`src/rtl/mips_regfile.sv`:
```
// MIPS 32-entry register file: two combinational read ports, one write port, r0 hardwired to 0.
// Latency: reads are zero-cycle with write-to-read bypass; writes commit on the rising clock edge.
// Backpressure: none; one write per cycle is always accepted, and reset drops any concurrent write.
module mips_regfile #(
  parameter int DATA_W = 32,
  parameter int ADDR_W = 5
) (
  input  logic              clk,
  input  logic              reset,
  input  logic [ADDR_W-1:0] rs_addr,
  input  logic [ADDR_W-1:0] rt_addr,
  output logic [DATA_W-1:0] rs_data,
  output logic [DATA_W-1:0] rt_data,
  input  logic              wr_en,
  input  logic [ADDR_W-1:0] wr_addr,
  input  logic [DATA_W-1:0] wr_data,
  output logic [7:0]        wr_count
);

  localparam int NREGS = 2 ** ADDR_W;

  logic [DATA_W-1:0] regs [NREGS];
  logic              wr_fire;

  // A write commits only when enabled, not targeting r0, and reset is low.
  // The same qualifier gates the bypass so the two can never disagree.
  assign wr_fire = wr_en && (wr_addr != '0) && !reset;

  // Register array: cleared by reset, otherwise updated by committed writes.
  always_ff @(posedge clk) begin
    if (reset) begin
      for (int i = 0; i < NREGS; i++) begin
        regs[i] <= '0;
      end
    end else if (wr_fire) begin
      regs[wr_addr] <= wr_data;
    end
  end

  // Debug count of committed writes; wraps naturally at 8 bits.
  always_ff @(posedge clk) begin
    if (reset) begin
      wr_count <= '0;
    end else if (wr_fire) begin
      wr_count <= wr_count + 8'd1;
    end
  end

  // Operand A read: zero during reset or for r0, bypassed from the write port on an address match.
  always_comb begin
    rs_data = '0;
    if (!reset && (rs_addr != '0)) begin
      if (wr_fire && (rs_addr == wr_addr)) begin
        rs_data = wr_data;
      end else begin
        rs_data = regs[rs_addr];
      end
    end
  end

  // Operand B read: same rules as operand A, evaluated independently.
  always_comb begin
    rt_data = '0;
    if (!reset && (rt_addr != '0)) begin
      if (wr_fire && (rt_addr == wr_addr)) begin
        rt_data = wr_data;
      end else begin
        rt_data = regs[rt_addr];
      end
    end
  end

endmodule

```
`config.mk`:
```
export PLATFORM = sky130hd
export DESIGN_NAME = mips_regfile
export DESIGN_NICKNAME = d
export VERILOG_FILES = /design/src/rtl/mips_regfile.sv
export SDC_FILE = /design/constraint.sdc
export NUM_CORES = 2
export LEC_CHECK = 0
export BUFFER_PORTS_ARGS = -buffer_cell sky130_fd_sc_hd__buf_2
export CORE_MARGIN = 8
export CORE_UTILIZATION = 30
export CTS_BUF_LIST = sky130_fd_sc_hd__clkbuf_4 sky130_fd_sc_hd__clkbuf_8 sky130_fd_sc_hd__clkbuf_16
export DETAILED_ROUTE_END_ITERATION = 6
export GPL_TIMING_DRIVEN = 0
export HOLD_SLACK_MARGIN = 0.08
export REMOVE_ABC_BUFFERS = 1
export SLEW_MARGIN = 25
export SYNTH_ARGS = -nofsm -noshare
export SYNTH_HDL_FRONTEND = slang
export SYNTH_SLANG_ARGS = --single-unit
export TNS_END_PERCENT = 5
```
`constraint.sdc`:
```
create_clock -name clk -period 4.55 [get_ports clk]
set_clock_uncertainty 0.05 [all_clocks]
set_input_delay 0.6825 -clock clk [delete_from_list [all_inputs] [get_ports clk]]
set_output_delay 0.6825 -clock clk [all_outputs]
set_load 0.05 [all_outputs]
```
==> out/qor.yml <==
status: "complete, but fails checks"
violations: "setup timing"
timing.fmax_mhz: 219
syn_area_per_cell_um2: 14.4
grt_max_degree: 81
crit_chain: "buf_12 > buf_16 > buf_16 > nor2_4 > buf_16 > a2111oi_4 > buf_4 > buf_4 > buf_4 > a221o_1 > buf_2"
path_clk_slew_ps: 60
tritoncts: "yes"
worstPathArrival_ps: 3840
portBuffers: 121
cpPeakStageDelay_ps: 480
yosysUniqueCellTypes: 41
seq_area_um2: 30900
multiInputGateArea_um2: 24000
crit_path_max_fanout: 46
fin_setup_tns_ps: -21.4
wire_per_inst_um: 29.2
wl_met2_um: 93400
drtIter0Drc: 4125
leakage_nw: 23.5
hold_class: "input port to flip-flop"
rsz0062_at_grt: "yes"
grt-ovfl-total: 0
grt_pass1_vias: 36400
ant_nets: 0
syn_area_um2: 55800
timing_worst_setup_path_type: "input port to output pin"
synth-seq-cells: 1032
slew_viol_final: 0
drt-met1-wl_um: 69400
die_w_um: 447
cts_hold_buf: 0
finalNetCount: 3956
finalHoldViolCount: 0
met3_length_um: 14900
grt_usage_pct: 18.1
grt_pass1_wl_um: 264000
cts.sinks: 1032
gp_congestion: 0.790
row_count: 158
setup_ws_ps: -21.4
synth_enable_flop_cells: 1024
cp-end-kind: "output pin"
start_kind: "input port"
worst_slew_pin_slew_ps: 967
seq_area_frac_synth_pct: 55.4
vias: 35900
relSlewSlack_pct: 35.5
insertion_delay_ps: 710
setup_viol: 1
post-route-period-util_pct: 100
die_area_um2: 200000
synthArstFlopShare_pct: 0
netlist_instances: 3865
dr.pass1.iters: 5
vias_per_cell: 5.54
drc: 0
max_cap_violations: 0
timing.final.crit_period_ps: 4570
root_buffer: "clkbuf_16"
fillCellCount: 17300
antenna_found_initial: 21
yosysWarnings: 0
dr.max_layer_used: "met5"
syn_to_final_growth_pct: 20.1
timing.hold.ws_ps: 357
pin_count: 122
htreeDepth: 3
clk_path_buf_depth: 3
die_h_um: 447
crit_family: "buffers and inverters"
required_ps: 3820
cellPowerDensity_nw_per_um2: 354
ir_worst_vdd_mv: 0.320
worst-path-buf-inv: 8
coreArea_um2: 185000
drive_above_1_share_pct: 24.4
initial_core_util_pct: 30.1
numCtsBuffers: 107
routed_wl_um: 189000
hpwl_um: 125000
ys.flop_type: "edfxtp_1"
crit_path_top_delay_cell: "a2111oi_4"
cell usage after synthesis, drive strengths merged (2+ instances only):
master / instances / area (um2)
dfxtp: 8 / 160
nor2: 41 / 154
mux2i: 320 / 3200
inv: 3 / 11.3
clkbuf: 313 / 1170
nand3b: 5 / 37.5
nand3: 6 / 30.0
mux4: 384 / 8650
a221o: 32 / 320
xnor2: 13 / 114
a211oi: 96 / 721
and2: 992 / 6210
a221oi: 128 / 1120
o31ai: 2 / 28.8
xor2: 4 / 35.0
o311ai: 2 / 17.5
a21oi: 97 / 485
o21bai: 64 / 480
nor3: 4 / 25.0
nand2: 7 / 26.3
nor4: 3 / 18.8
o21ai: 31 / 155
nand4: 2 / 12.5
buf: 111 / 568
a211o: 32 / 280
edfxtp: 1024 / 30700
nor2b: 67 / 419
or3b: 3 / 26.3
a22oi: 64 / 480
layer usage:
metal  vias to the layer above  global-route usage [%]
met5                         -                       0
met1                     18600                    21.7
met3                       468                    3.18
li1                      15100                       -
met2                      1768                    30.8
met4                        12                    10.2
worst paths after layout:
check | from | endpoint | cells past startpoint | slack, ps
worst min-delay path | reset | wr_count[0] | 2 | 360
worst max-delay path | rt_addr[1] | rt_data[29] | 11 | -20
worst min register to register | wr_count[1] | wr_count[1] | 2 | 480
worst max register to register | wr_count[2] | wr_count[7] | 5 | 3220
timing repair:
action	4_1_cts	5_1_grt
setup endpoints to repair	63	40
gates resized for setup	22	12
pin swaps	4	2
cloned	9	5
buffers inserted	9	9
where the power goes:
part | internal [mW] | switching, mW | leakage, nW
registers | 11.0 | 0.247 | 9.81
clock network | 5.27 | 3.84 | 1.78
logic | 1.38 | 2.00 | 11.9
total | 17.6 | 6.10 | 23.5
stage by stage:
| step | utilization, % | std cells | worst slack [ps] | total power [mW] | area, um2 |
|---|---|---|---|---|---|
| CTS | 36.1 | 6460 | -14.8 | 23.7 | 66700 |
| finish | 36.2 | 6483 | -21.4 | 23.7 | 67000 |
| floorplan | - | 3472 | -357 | 13.0 | 54200 |
| global placement | 31.3 | 6073 | -14050 | 14.6 | 57900 |
| global route | 36.2 | 6474 | -63.0 | 24.3 | 67000 |
| detailed placement | 33.9 | 6244 | -669 | 14.7 | 62600 |
cell type report:
type                    instances  share of cell area [%]
flip-flops and latches       1032                    46.1
multi-input cells            2437                    35.8
repair buffers                324                    7.97
well taps                    2480                    4.63
clock buffers                 127                    4.33
clock inverters                71                    1.04
diodes                          9                  0.0336
inverters                       3                  0.0243
cells in the final DEF, fill, tap and decap left out, drive strengths merged, types with 8 or more instances in the layout:
master	instances
xnor2	13
a221o	32
a211o	32
buf	308
bufinv	13
a22oi	64
o21bai	64
a211oi	96
clkinv	51
diode	9
a221oi	128
nor2	41
dfxtp	8
and2	992
bufbuf	9
mux2i	320
clkbuf	134
mux4	384
a21oi	97
conb	32
nor2b	67
o21ai	31
edfxtp	1024
cells by family (layout without fill, tap and decap cells):
group	Yosys count	in the layout	share of synthesized area (%)
xor gates and xnor gates	17	17	0.267
DFF	1032	1032	55.4
buffers and inverters	427	525	3.14
other	1	41	0.00672
muxes	704	704	21.2
and+or+nand+nor	1133	1133	12.5
AOI/OAI and AO/OA	550	550	7.40
adders and majority gates	1	1	0.0224
flip-flops by register name, indices dropped and copies added (netlist names):
signal / flops
wr_count: 8
regs: 1024
(Power assumes the default switching activity.)
